$ cat src/rtl/dvsd_mul_arb.sv
`default_nettype none
// ============================================================================
// dvsd_mul_arb : two requesters sharing one 8x8 Dadda multiplier core.
// Define DVSD_MUL_ARB_RR_EN for round-robin grant; otherwise requester 0 wins.
// Revision: 1.0
// ============================================================================

module dvsd_mul_arb_dadda8 (
  input  logic [7:0]  a,
  input  logic [7:0]  b,
  output logic [15:0] prod
);

  // Column-wise Dadda reduction (heights 6,4,3,2), then one carry-propagate add.
  function automatic logic [15:0] dadda_reduce(input logic [7:0] x, input logic [7:0] y);
    logic [15:0][15:0] cur;
    logic [15:0][15:0] nxt;
    int                cur_n [16];
    int                nxt_n [16];
    int                d;
    int                rem;
    int                idx;
    logic              p;
    logic              q;
    logic              r;
    logic              carry;
    logic [15:0]       row0;
    logic [15:0]       row1;

    cur = '0;
    for (int c = 0; c < 16; c++) cur_n[c] = 0;
    for (int i = 0; i < 8; i++) begin
      for (int j = 0; j < 8; j++) begin
        cur[i+j][cur_n[i+j]] = x[i] & y[j];
        cur_n[i+j] = cur_n[i+j] + 1;
      end
    end

    for (int st = 0; st < 4; st++) begin
      case (st)
        0:       d = 6;
        1:       d = 4;
        2:       d = 3;
        default: d = 2;
      endcase
      nxt = '0;
      for (int c = 0; c < 16; c++) nxt_n[c] = 0;
      for (int c = 0; c < 16; c++) begin
        rem = cur_n[c];
        idx = 0;
        for (int k = 0; k < 8; k++) begin
          if ((nxt_n[c] + rem > d) && (rem >= 2)) begin
            p = cur[c][idx];
            q = cur[c][idx+1];
            if ((nxt_n[c] + rem - d >= 2) && (rem >= 3)) begin
              r     = cur[c][idx+2];
              nxt[c][nxt_n[c]] = p ^ q ^ r;
              carry = (p & q) | (p & r) | (q & r);
              idx   = idx + 3;
              rem   = rem - 3;
            end else begin
              nxt[c][nxt_n[c]] = p ^ q;
              carry = p & q;
              idx   = idx + 2;
              rem   = rem - 2;
            end
            nxt_n[c] = nxt_n[c] + 1;
            if (c < 15) begin
              nxt[c+1][nxt_n[c+1]] = carry;
              nxt_n[c+1] = nxt_n[c+1] + 1;
            end
          end
        end
        for (int k = 0; k < 16; k++) begin
          if (k < rem) begin
            nxt[c][nxt_n[c]] = cur[c][idx+k];
            nxt_n[c] = nxt_n[c] + 1;
          end
        end
      end
      cur   = nxt;
      cur_n = nxt_n;
    end

    for (int c = 0; c < 16; c++) begin
      row0[c] = cur[c][0];
      row1[c] = cur[c][1];
    end
    return row0 + row1;
  endfunction

  assign prod = dadda_reduce(a, b);

endmodule

module dvsd_mul_arb #(
  parameter int CNT_W = 16
) (
  input  logic             clk,
  input  logic             rst,
  input  logic             req0_valid,
  output logic             req0_ready,
  input  logic [7:0]       req0_a,
  input  logic [7:0]       req0_b,
  input  logic             req1_valid,
  output logic             req1_ready,
  input  logic [7:0]       req1_a,
  input  logic [7:0]       req1_b,
  output logic             rsp_valid,
  input  logic             rsp_ready,
  output logic [15:0]      rsp_prod,
  output logic             rsp_id,
  output logic             busy,
  output logic [CNT_W-1:0] done_cnt
);

  localparam logic [1:0] ST_IDLE = 2'd0;
  localparam logic [1:0] ST_CALC = 2'd1;
  localparam logic [1:0] ST_RESP = 2'd2;

  logic [1:0]       state_q, state_d;
  logic [7:0]       op_a_q, op_a_d;
  logic [7:0]       op_b_q, op_b_d;
  logic             op_id_q, op_id_d;
  logic [15:0]      prod_q, prod_d;
  logic             id_q, id_d;
  logic [CNT_W-1:0] cnt_q, cnt_d;
  logic [15:0]      core_prod;
  logic             gnt_id;
  logic             accept;

  assign accept = (state_q == ST_IDLE) && (req0_valid || req1_valid);

`ifdef DVSD_MUL_ARB_RR_EN
  // rr_ptr_q names the requester preferred on the next contended grant.
  logic rr_ptr_q, rr_ptr_d;

  assign gnt_id = (req0_valid && req1_valid) ? rr_ptr_q : req1_valid;

  always_comb begin
    rr_ptr_d = rr_ptr_q;
    if (accept) rr_ptr_d = ~gnt_id;
  end

  always_ff @(posedge clk or posedge rst) begin
    if (rst) rr_ptr_q <= 1'b0;
    else     rr_ptr_q <= rr_ptr_d;
  end
`else
  assign gnt_id = req1_valid && !req0_valid;
`endif

  dvsd_mul_arb_dadda8 u_core (
    .a    (op_a_q),
    .b    (op_b_q),
    .prod (core_prod)
  );

  always_ff @(posedge clk or posedge rst) begin
    if (rst) state_q <= ST_IDLE;
    else     state_q <= state_d;
  end

  always_comb begin
    state_d = state_q;
    op_a_d  = op_a_q;
    op_b_d  = op_b_q;
    op_id_d = op_id_q;
    prod_d  = prod_q;
    id_d    = id_q;
    cnt_d   = cnt_q;
    case (state_q)
      ST_IDLE: begin
        if (accept) begin
          op_a_d  = gnt_id ? req1_a : req0_a;
          op_b_d  = gnt_id ? req1_b : req0_b;
          op_id_d = gnt_id;
          state_d = ST_CALC;
        end
      end
      ST_CALC: begin
        prod_d  = core_prod;
        id_d    = op_id_q;
        state_d = ST_RESP;
      end
      ST_RESP: begin
        if (rsp_ready) begin
          cnt_d   = cnt_q + CNT_W'(1);
          state_d = ST_IDLE;
        end
      end
      default: state_d = ST_IDLE;
    endcase
  end

  always_comb begin
    req0_ready = 1'b0;
    req1_ready = 1'b0;
    rsp_valid  = (state_q == ST_RESP);
    busy       = (state_q != ST_IDLE);
    if (state_q == ST_IDLE) begin
      req0_ready = req0_valid && !gnt_id;
      req1_ready = req1_valid && gnt_id;
    end
  end

  always_ff @(posedge clk or posedge rst) begin
    if (rst) begin
      op_a_q  <= '0;
      op_b_q  <= '0;
      op_id_q <= 1'b0;
      prod_q  <= '0;
      id_q    <= 1'b0;
      cnt_q   <= '0;
    end else begin
      op_a_q  <= op_a_d;
      op_b_q  <= op_b_d;
      op_id_q <= op_id_d;
      prod_q  <= prod_d;
      id_q    <= id_d;
      cnt_q   <= cnt_d;
    end
  end

  assign rsp_prod = prod_q;
  assign rsp_id   = id_q;
  assign done_cnt = cnt_q;

endmodule
`default_nettype wire
$ cat config.mk
export PLATFORM = sky130hd
export DESIGN_NAME = dvsd_mul_arb
export DESIGN_NICKNAME = d
export VERILOG_FILES = /design/src/rtl/dvsd_mul_arb.sv
export SDC_FILE = /design/constraint.sdc
export NUM_CORES = 1
export LEC_CHECK = 0
export ABC_AREA = 1
export CORE_ASPECT_RATIO = 0.8
export CORE_UTILIZATION = 51
export CTS_CLUSTER_SIZE = 30
export DETAILED_ROUTE_END_ITERATION = 6
export GPL_TIMING_DRIVEN = 0
export PLACE_DENSITY = 0.77
export SLEW_MARGIN = 20
export SYNTH_ARGS = -nofsm -noshare
export SYNTH_HDL_FRONTEND = slang
export SYNTH_SLANG_ARGS = --single-unit
$ cat constraint.sdc
create_clock -name clk -period 8.2 [get_ports clk]
set_input_delay 2.46 -clock clk [delete_from_list [all_inputs] [get_ports clk]]
set_output_delay 2.46 -clock clk [all_outputs]
set_load 0.01 [all_outputs]
==> results of run 1 <==
[metal layers]
| layer | wire length, µm | vias up | GRT usage (%) |
|---|---|---|---|
| met4 | 94 | 0 | 4.36 |
| met5 | 0 | - | 0 |
| met3 | 422 | 10 | 3.76 |
| met2 | 4840 | 94 | 41.5 |
| met1 | 4850 | 1821 | 31.6 |
| li1 | - | 2011 | - |
[sequential cells by signal, indices dropped and copies added (netlist names)]
signal    count
done_cnt     16
rsp_prod     16
op_a_q        8
op_b_q        8
state_q       2
op_id_q       1
rsp_id        1
[placed cells by master, fill, tap and decap left out, drive strengths merged, types with 22 or more instances in the layout]
master and n:
fa 36, clkdlybuf4s50 72, dfrtp 52, nor2 48, ha 22, nand3 28, nand2 190, clkbuf 22
a21oi 24, inv 146
[kinds of logic (layout without fill, tap and decap cells)]
family | count (synthesis) | after routing | synth area share (%)
flip-flops | 52 | 52 | 28.7
buffers and inverters | 171 | 252 | 14.4
adder cells (fa/ha/maj) | 58 | 58 | 21.9
multiplexers | 1 | 1 | 0.248
AND/OR/NAND/NOR | 277 | 277 | 25.7
AO/OA/AOI/OAI | 52 | 52 | 6.75
XOR/XNOR | 12 | 12 | 2.32
[how the worst max path moves through the flow]
stage / startpoint / end / slack, ns
2_1_floorplan: req1_valid / req1_ready / 2.65
3_3_place_gp: req0_valid / req1_ready / 1.70
3_5_place_dp: req0_valid / req1_ready / 1.68
4_1_cts: req0_valid / req1_ready / 1.67
5_1_grt: req0_valid / req1_ready / 1.58
6_report: req0_valid / req1_ready / 1.67
[critical path: stages]
cell and delay, ns:
clkdlybuf4s50_1 0.44, inv_2 0.15, nand2_2 0.14, buf_2 0.21, nor2_1 0.11, clkdlybuf4s50_1 0.54
[layout make-up]
class                      instances  area (µm²)  share of cell area (%)
clock inverter                     3        27.5                   0.499
timing repair buffer              73         741                    13.4
multi-input combinational        400        2590                    46.9
tap                              112         140                    2.54
inverter                         145         544                    9.87
buffer                            26         108                    1.95
clock buffer                       5        68.8                    1.25
sequential                        52        1300                    23.6
[metrics by stage]
step,hold WS (ns),instances,instance area [µm²],setup slack (ns)
2_1_floorplan,0.487,623,4540,2.65
3_3_place_gp,0.460,807,5400,1.70
3_5_place_dp,0.462,808,5420,1.68
4_1_cts,0.490,816,5520,1.67
5_1_grt,0.510,816,5520,1.58
6_report,0.489,816,5520,1.67
==> impl_metrics.py, run 1 <==
metrics = {
    "run_status": {
        "outcome": "finished, final reports clean",
    },
    "cells_and_area": {
        "syn_to_final_growth_pct": 21.5,
        "drive_gt1_share_pct": 4.69,
        "post-route-util_pct": 64.5,
        "num-fill-cells": 777,
        "layout.nets": 798,
        "diodes": 0,
    },
    "yosys": {
        "synth_edf_count": 0,
        "ys_types": 31,
        "syn-num-nets": 718,
        "syn_area_per_cell_um2": 7.29,
        "synth_commonest_cells": "nand2_1, inv_1, dfrtp_1",
        "yosys_warnings": 0,
        "synth_top_area_cell": "dfrtp_1",
        "yosysMostFrequentCell": "nand2_1",
        "yosysSeqAreaShare_pct": 28.7,
        "ys.flop_type": "dfrtp_1",
        "synth_area_um2": 4540,
        "synth_top_area_share_pct": 28.7,
        "syn_inst": 623,
        "async_reset_ff_share_pct": 100,
        "synth_seq_cells": 52,
        "synthTopCellsByArea": "dfrtp_1, fa_1, nand2_1, inv_1, ha_1",
    },
    "worst_setup_path": {
        "reg2reg_from": "op_b_q[7]",
        "r2r_end": "rsp_prod[15]",
        "cp.required_ns": 5.74,
        "cp-start-kind": "input pin",
        "crit_type": "in2out",
        "end_kind": "primary output",
        "reg2reg_depth": 18,
        "crit_arrival_ns": 4.07,
        "reg2reg_slack_ns": 3.89,
        "crit_fanout": 10,
    },
    "worst_hold_path": {
        "worstHoldStart": "rsp_prod[2]",
        "holdPathEnd": "rsp_prod[2]",
        "hold_class": "reg2reg",
        "worstHoldPathCells": 2,
    },
    "clocking": {
        "cts_setup_buffers": 0,
        "cts_resized": 0,
        "cts_sinks": 52,
        "ctsHtreeMaxLevel": 2,
        "clockBufferDepth": 2,
        "cts_tree": "yes",
        "cts_buffers": 5,
        "hold_buffers": 0,
        "clk_latency_ns": 0.31,
        "cts-root-buf": "clkbuf_8",
        "path_clk_slew_ns": 0.11,
    },
    "sta": {
        "hold_violations": 0,
        "finalClockSkew_ns": 0.00876,
        "timing.fmax_mhz": 153,
        "rsz0062_at_grt": "no",
        "fin_crit_sh_pct": 79.7,
        "tightest_slew_ns": 0.503,
        "fin_crit_ns": 6.53,
        "setup_tns_ns": 0,
        "setup_viol": 0,
        "drv_slew": 0,
        "slew-limit-headroom_pct": 66.3,
    },
    "place": {
        "place_hpwl_um": 8540,
        "gp_congestion": 0.943,
        "portBuffers": 72,
    },
    "floorplan": {
        "row_count": 30,
        "core_area_um2": 8560,
        "io_pins": 74,
        "die_h_um": 86.4,
        "die_x_um": 107,
        "dieArea_um2": 9280,
        "initial_core_util_pct": 53.0,
    },
    "route": {
        "antenna_left": 0,
        "num_vias": 3936,
        "vias_per_cell": 4.82,
        "detail_route.iter0.violations": 140,
        "wl_per_cell_um": 12.5,
        "wirelength_um": 10200,
        "drc": 0,
        "dr.pass1.iters": 4,
    },
    "global_route": {
        "grt_pass1_wl_um": 17500,
        "grt.overflow.total": 0,
        "grt_max_degree": 36,
        "grt_pass1_vias": 3907,
        "track_usage_pct": 23.8,
        "antenna_found_initial": 0,
    },
    "flow_run": {
        "cap_violations": 0,
    },
}
Power of run 1 is not shown: default switching activity piles up to over one toggle a cycle in this logic, so the estimate is an artifact.
==> run 2, diff against run 1 <==
- CORE_UTILIZATION: 51 -> 50
- PLACE_DENSITY: 0.77 -> 0.78
- clock period: 8.2 -> 5.3 ns (I/O delays scaled with it)
==> run 2 against run 1 <==
  * Die area grew 2.0%
  * Critical path depth is the same
  * First-iteration DRC count grew 32%
  * Register-to-register slack lost 2.9 ns
  * Global-route usage shrank 0.29 points
  * Design area grew 1.0%
  * Clock skew shrank 0.0032 ns
  * Sequential share of layout area shrank 0.24 points
  * Routed wire length shrank 0.35%
  * Via count shrank 1.4%
  * Utilization grew 0.092 points
  * Sequential cell count is the same
  * Critical path type unchanged
==> impl_metrics.py, run 2 (same netlist as run 1, synthesis figures left out) <==
metrics = {
    "cells_and_area": {
        "final_cell_mix": "nand2_1, inv_1, clkdlybuf4s50_1",
        "post-route-util_pct": 64.6,
        "syn_to_final_growth_pct": 22.8,
        "layout.nets": 798,
        "drive_gt1_share_pct": 4.69,
        "mostFrequentLayoutCell": "nand2_1",
        "diodes": 0,
        "fin_cells": 816,
    },
    "route": {
        "vias_per_cell": 4.75,
        "num_vias": 3880,
        "wirelength_um": 10200,
        "drc": 0,
        "antenna_left": 0,
        "dr.pass1.iters": 4,
        "detail_route.iter0.violations": 185,
        "wl_per_cell_um": 12.5,
    },
    "worst_setup_path": {
        "path_cells": "clkdlybuf4s50_1 -> inv_2 -> nand2_2 -> buf_2 -> nor2_1 -> clkdlybuf4s50_1",
        "crit_type": "in2out",
        "cp.required_ns": 3.71,
        "crit_path_frequent_cell": "clkdlybuf4s50_1",
        "reg2reg_slack_ns": 0.96,
        "cp-start-kind": "input pin",
        "max_stage_delay_ns": 0.54,
        "critPathSlowestCell": "clkdlybuf4s50_1",
        "crit_fanout": 10,
        "cp.depth": 6,
        "crit_path_end": "req1_ready",
        "cp-startpoint": "req0_valid",
        "end_kind": "primary output",
        "reg2reg_depth": 18,
        "crit_arrival_ns": 3.18,
        "cp_top_family": "buffers and inverters",
        "critical_path_buf_inv_count": 4,
        "r2r_end": "rsp_prod[15]",
        "reg2reg_from": "op_b_q[7]",
    },
    "floorplan": {
        "dieArea_um2": 9470,
        "die_x_um": 109,
        "die_h_um": 87.2,
        "initial_core_util_pct": 52.6,
        "io_pins": 74,
        "row_count": 30,
        "core_area_um2": 8630,
    },
    "place": {
        "dp.cells": 808,
        "portBuffers": 72,
        "gp_congestion": 0.858,
        "place_hpwl_um": 8520,
    },
    "clocking": {
        "cts_sinks": 52,
        "cts_buffers": 5,
        "path_clk_slew_ns": 0.07,
        "hold_buffers": 0,
        "ctsHtreeMaxLevel": 2,
        "cts_resized": 0,
        "clockBufferDepth": 2,
        "cts_setup_buffers": 0,
        "cts_tree": "yes",
        "clk_latency_ns": 0.29,
        "cts-root-buf": "clkbuf_16",
    },
    "sta": {
        "finalClockSkew_ns": 0.00559,
        "tightest_slew_ns": 0.539,
        "drv_slew": 0,
        "hold_slack_ns": 0.481,
        "setup_viol": 0,
        "hold_violations": 0,
        "timing.fmax_mhz": 210,
        "fin_crit_ns": 4.77,
        "fin_crit_sh_pct": 89.9,
        "setup_tns_ns": 0,
        "slew-limit-headroom_pct": 63.9,
        "rsz0062_at_grt": "no",
    },
    "worst_hold_path": {
        "hold_class": "reg2reg",
    },
    "flow_run": {
        "cap_violations": 0,
    },
    "global_route": {
        "globalRouteMet1Util_pct": 32.0,
        "grt_max_degree": 36,
        "grt.overflow.total": 0,
        "grt_pass1_wl_um": 17400,
        "track_usage_pct": 23.5,
        "grt_pass1_vias": 3864,
        "busiest_layer": "met2",
        "antenna_found_initial": 0,
        "met2_usage_pct": 40.3,
        "met3_usage_pct": 2.99,
    },
    "run_status": {
        "outcome": "finished, final reports clean",
    },
}
run 2: changes by cell type in the layout (fill, tap and decap cells not counted):
cell / change
clkbuf_8: -5
clkbuf_16: +5
run 2: worst min-delay path by stage:
stage              endpoint  cells after the start          from
5_1_grt         rsp_prod[6]                      2   rsp_prod[6]
4_1_cts        rsp_prod[14]                      2  rsp_prod[14]
6_report       rsp_prod[14]                      2  rsp_prod[14]
2_1_floorplan        rsp_id                      2       op_id_q
3_3_place_gp    rsp_prod[2]                      2   rsp_prod[2]
3_5_place_dp   rsp_prod[14]                      2  rsp_prod[14]
run 2: layer usage:
| metal | vias to the layer above | part of all wire [%] |
|---|---|---|
| li1 | 2015 | - |
| met1 | 1770 | 49 |
| met2 | 89 | 46 |
| met3 | 6 | 4.0 |
| met4 | 0 | 0.86 |
| met5 | - | 0 |
run 2: stage by stage:
stage                     cell area (µm²)  worst slack (ns)
after floorplan                      4540              1.49
after global placement               5400             0.543
after detailed placement             5420             0.541
after CTS                            5570             0.527
after global routing                 5570             0.432
final                                5570             0.535
run 2: tightest hold or removal path, delay by kind of cell (launching register included):
kind,cells,cell delay [ns]
flip-flops,1,0.35
AND/OR/NAND/NOR,2,0.10
run 2: layout make-up:
| cell class | count | area [µm²] |
|---|---|---|
| tap | 112 | 140 |
| clock inverter | 3 | 27.5 |
| sequential | 52 | 1300 |
| clock buffer | 5 | 125 |
| buffer | 26 | 108 |
| timing repair buffer | 73 | 741 |
| inverter | 145 | 544 |
| multi-input combinational | 400 | 2590 |
| fill | 765 | 3060 |
Power of run 2 is left out for the same reason.
==> RTL change 1 (settings of run 1) <==
Take the reset off `op_a_q`, `op_b_q` and `prod_q` and load them in a clocked block of their own.
--- a/src/rtl/dvsd_mul_arb.sv
+++ b/src/rtl/dvsd_mul_arb.sv
@@ -206,20 +206,20 @@
 
   always_ff @(posedge clk or posedge rst) begin
     if (rst) begin
-      op_a_q  <= '0;
-      op_b_q  <= '0;
       op_id_q <= 1'b0;
-      prod_q  <= '0;
       id_q    <= 1'b0;
       cnt_q   <= '0;
     end else begin
-      op_a_q  <= op_a_d;
-      op_b_q  <= op_b_d;
       op_id_q <= op_id_d;
-      prod_q  <= prod_d;
       id_q    <= id_d;
       cnt_q   <= cnt_d;
     end
+  end
+
+  always_ff @(posedge clk) begin
+    op_a_q <= op_a_d;
+    op_b_q <= op_b_d;
+    prod_q <= prod_d;
   end
 
   assign rsp_prod = prod_q;
Function: changed (a bounded check fails within 4 cycles, from zero or initial values and one cycle with rst high; the reset may be asserted at any time).
==> RTL change 1 against run 1 <==
  * Design area fell by 4.8%
  * Routed wire length is 21% lower
  * Clock skew rose by 0.0011 ns
  * Synthesized cell count is 19% lower
  * Area after synthesis decreased by 5.4%
  * Maximum frequency is essentially flat
  * Worst setup slack got worse by 0.0048 ns
  * Die area down 5.3%
  * Sequential cell count unchanged
  * Final cell count fell by 15%
  * Critical path type unchanged
  * Largest cell class unchanged
Power is not shown: default switching activity piles up to over one toggle a cycle in this logic, so the estimate is an artifact.
==> RTL change 1: results (changes against run 1) <==
- Wirelength, routed: 8.04 mm (was 10.2 mm)
- Worst flop-to-flop path startpoint: op_a_q[1] (was op_b_q[7])
- Worst hold path depth: 1 (was 2)
- Buffer share of cell area: 0.152 (was 0.154)
- Sequential fraction of the synthesis area: 0.340 (was 0.287)
- First-pass GRT wire length: 14.6 mm (was 17.5 mm)
- Syn_nets: 598 (was 718)
- Seq area share: 0.278 (was 0.236)
- DP Cell Count: 684 (was 808)
- # fillers: 716 (was 777)
- Synth area leaders: edfxtp_1 (22%), fa_1 (17%), nand2_1 (12%) (was dfrtp_1 (29%), fa_1 (16%), nand2_1 (16%))
- Slew HR: 0.428 (was 0.663)
- Hold endpoint: done_cnt[15] (was rsp_prod[2])
- Flop2flop setup slack: 4.00 ns (was 3.89 ns)
- Number of buffers added on ports: 73 (was 72)
- Multi-input logic area: 2310 µm² (was 2590 µm²)
- Inverters: 124 (was 145)
- Status: complete, no violations (unchanged)
- ClkCell Share: 0.0169 (was 0.0175)
- Reg2Reg Depth: 16 (was 18)
- Pre-CTS setup slack: 1.64 ns (was 1.68 ns)
- Reg2reg end: rsp_prod[11] (was rsp_prod[15])
- Synth cell types: 26 (was 31)
- Worst hold start: done_cnt[15] (was rsp_prod[2])
- Non-clock buffers: 90 (was 99)
- Initial DRC count: 120 (was 140)
- Global Route Usage Sum: 0.207 (was 0.238)
- Placer Congestion: 0.868 (was 0.943)
- Most common library cells after synthesis: nand2_1 (139), inv_1 (123), fa_1 (36), edfxtp_1 (32), nor2_1 (25) (was nand2_1 (188), inv_1 (143), dfrtp_1 (52), nor2_1 (44), fa_1 (36))
[RTL change 1: cell types whose count changed after synthesis, sizes merged, moves of 4 or more]
cell    delta
nor2      -19
xor2       +5
o21ai      -4
nand2     -49
mux2      +16
xnor2      +4
edfxtp    +32
o31ai     -15
dfrtp     -32
nand3      -8
a21oi     -14
buf        -7
inv       -21
[RTL change 1: per-layer routing]
layer	routed length, µm	share of wire	GRT usage	vias up
met2	3960	0.49	0.374	58
met1	3700	0.46	0.262	1556
met4	78	0.0097	0.0499	0
li1	-	-	-	1658
met3	294	0.037	0.0297	10
met5	0	0	0	-
[RTL change 1: logic make-up after synthesis]
kind of cell,count (synthesis),synth area share
fa+ha+maj,58,0.232
mux,17,0.0446
buf+inv,141,0.124
flops,52,0.340
xor+xnor,21,0.0428
compound gates,15,0.0181
simple gates,199,0.198
[RTL change 1: worst register-to-register path: cells and delay by family, from the launching register on]
| kind | cells | cell delay (ns) |
|---|---|---|
| flops | 1 | 0.33 |
| compound gates | 1 | 0.21 |
| simple gates | 6 | 0.63 |
| buf+inv | 4 | 0.44 |
| fa+ha+maj | 5 | 2.35 |
[RTL change 1: stage by stage]
step	utilization	cell area [µm²]	hold WS, ns
global placement	0.640	5160	0.461
global route	0.652	5250	0.512
finish	0.652	5250	0.488
detailed placement	0.641	5160	0.470
floorplan	-	4290	0.491
CTS	0.652	5250	0.488
==> RTL change 2 (config.mk and constraints of run 1) <==
Made on the original files. Change the parameter `CNT_W` from 16 to 32.
--- a/src/rtl/dvsd_mul_arb.sv
+++ b/src/rtl/dvsd_mul_arb.sv
@@ -94,7 +94,7 @@
 endmodule
 
 module dvsd_mul_arb #(
-  parameter int CNT_W = 16
+  parameter int CNT_W = 32
 ) (
   input  logic             clk,
   input  logic             rst,
Interface: changed (resized done_cnt); port bits go from 74 to 90. No check against the original RTL was run, so the function may have changed too.
==> RTL change 2 against run 1 <==
  * Sequential cell count grew 16
  * First-iteration DRC count grew 77%
  * Design area grew 22%
  * Area after synthesis grew 18%
  * Count of clock-buffer cells in the layout grew 8
  * Global-route usage grew 2.5 points
  * Routed wire length grew 31%
  * Final cell count grew 18%
  * Worst setup slack lost 0.080 ns
Power is left out: the tool's default activity adds up to more than one toggle a clock period on the data nets, which glitch-free logic cannot reach.
==> RTL change 2: results (changes against run 1) <==
- Worst-path clk slew: 0.05 ns (was 0.11 ns)
- Root buffer cell: clkbuf_16 (was clkbuf_8)
- Worst skew pair latency: 0.33 ns (was 0.31 ns)
- Reg2Reg Depth: 18 (unchanged)
- Instance count of the mapped netlist: 718 (was 623)
- CP top delay family: buffers and inverters (unchanged)
- Nets: 913 (was 798)
- Status: complete, no violations (unchanged)
- First-pass GRT wire length: 22.1 mm (was 17.5 mm)
- Vias after detailed routing: 4857 (was 3936)
- Longest Clk Path Bufs: 2 (unchanged)
- Ys flop type: dfrtp_1 (unchanged)
- Initial DRC count: 248 (was 140)
- Post-layout util: 0.658 (was 0.645)
- Share of cells above drive strength 1: 0.0583 (was 0.0469)
- Post-CTS setup repair buffer count: 0 (unchanged)
- Hold Path Class: flip-flop to flip-flop (unchanged)
- Pre-CTS setup slack: 1.60 ns (was 1.68 ns)
- Synth area leaders: dfrtp_1 (32%), nand2_1 (15%), fa_1 (13%) (was dfrtp_1 (29%), fa_1 (16%), nand2_1 (16%))
- Slew HR: 0.559 (was 0.663)
- Layout Cells excl Fill: 963 (was 816)
- Number of buffers added on ports: 88 (was 72)
- Crit path max fanout: 10 (unchanged)
- Ant. Diodes: 0 (unchanged)
- Cts bufs inserted: 9 (was 5)
- Adder-cell share of the synthesized area: 0.185 (was 0.219)
- WL/cell: 13.9 µm (was 12.5 µm)
- Syn_nets: 813 (was 718)
- Global Route Usage Sum: 0.262 (was 0.238)
- DP Cell Count: 947 (was 808)
- Most common library cells after synthesis: nand2_1 (220), inv_1 (131), dfrtp_1 (68), nor2_1 (54), fa_1 (36) (was nand2_1 (188), inv_1 (143), dfrtp_1 (52), nor2_1 (44), fa_1 (36))
- Post-DP HPWL: 10.5 mm (was 8.54 mm)
- Initial antenna violation count: 0 (unchanged)
- Sequential fraction of the synthesis area: 0.317 (was 0.287)
- DR pass1 iterations: 7 (was 4)
- H-tree depth: 3 (was 2)
- Placed Area: 6460 µm² (was 5420 µm²)
- Max reg flops: 32
- Worst hold path depth: 2 (unchanged)
- XOR/XNOR Fraction of Synth Area: 0.0440 (was 0.0232)
- Vias in the first global route: 4826 (was 3907)
- Largest net degree at the start of global routing: 52 (was 36)
- Clk_skew: 0.00791 ns (was 0.00876 ns)
- Mux share of post-synthesis cell area: 0.00210 (was 0.00248)
- CP arrival: 4.15 ns (was 4.07 ns)
- # fillers: 914 (was 777)
- Placer Congestion: 0.908 (was 0.943)
- Complex-gate fraction of the synthesized area: 0.0531 (was 0.0675)
-- RTL change 2: area by class of cell --
| cell class | instances | area share |
|---|---|---|
| Clock buffer | 13 | 0.0386 |
| Buffer | 26 | 0.0154 |
| Sequential cell | 68 | 0.253 |
| Timing Repair Buffer | 89 | 0.135 |
| Clock inverter | 3 | 0.00316 |
| Multi-Input combinational cell | 485 | 0.452 |
| Tap cell | 140 | 0.0260 |
| Inverter | 139 | 0.0778 |
-- RTL change 2: layer usage --
layer | global-route usage | up-vias | share of wire
met5 | 0 | - | 0
met4 | 0.0844 | 0 | 0.010
met3 | 0.0594 | 14 | 0.064
met2 | 0.417 | 176 | 0.46
met1 | 0.355 | 2290 | 0.46
li1 | - | 2377 | -
-- RTL change 2: kinds of logic after synthesis --
logic type,count (synthesis)
simple gates,350
buf+inv,165
flops,68
fa+ha+maj,58
compound gates,49
xor+xnor,27
mux,1
-- RTL change 2: worst register-to-register path, delay by kind of cell (launching register included) --
| family | cells | cell delay (ns) |
|---|---|---|
| fa+ha+maj | 5 | 2.36 |
| simple gates | 7 | 0.65 |
| buf+inv | 5 | 0.64 |
| flops | 1 | 0.31 |
| compound gates | 1 | 0.20 |
-- RTL change 2: final timing paths --
| path | startpoint | slack [ns] | endpoint |
|---|---|---|---|
| worst max-delay path | req0_valid | 1.59 | req1_ready |
| worst min-delay path | rsp_prod[3] | 0.48 | rsp_prod[3] |
| worst max register to register | op_a_q[1] | 3.93 | rsp_prod[14] |
| worst min register to register | rsp_prod[3] | 0.48 | rsp_prod[3] |
| max in group asynchronous | rst | 5.25 | rsp_prod[9] |
| min in group asynchronous | rst | 2.43 | done_cnt[28] |
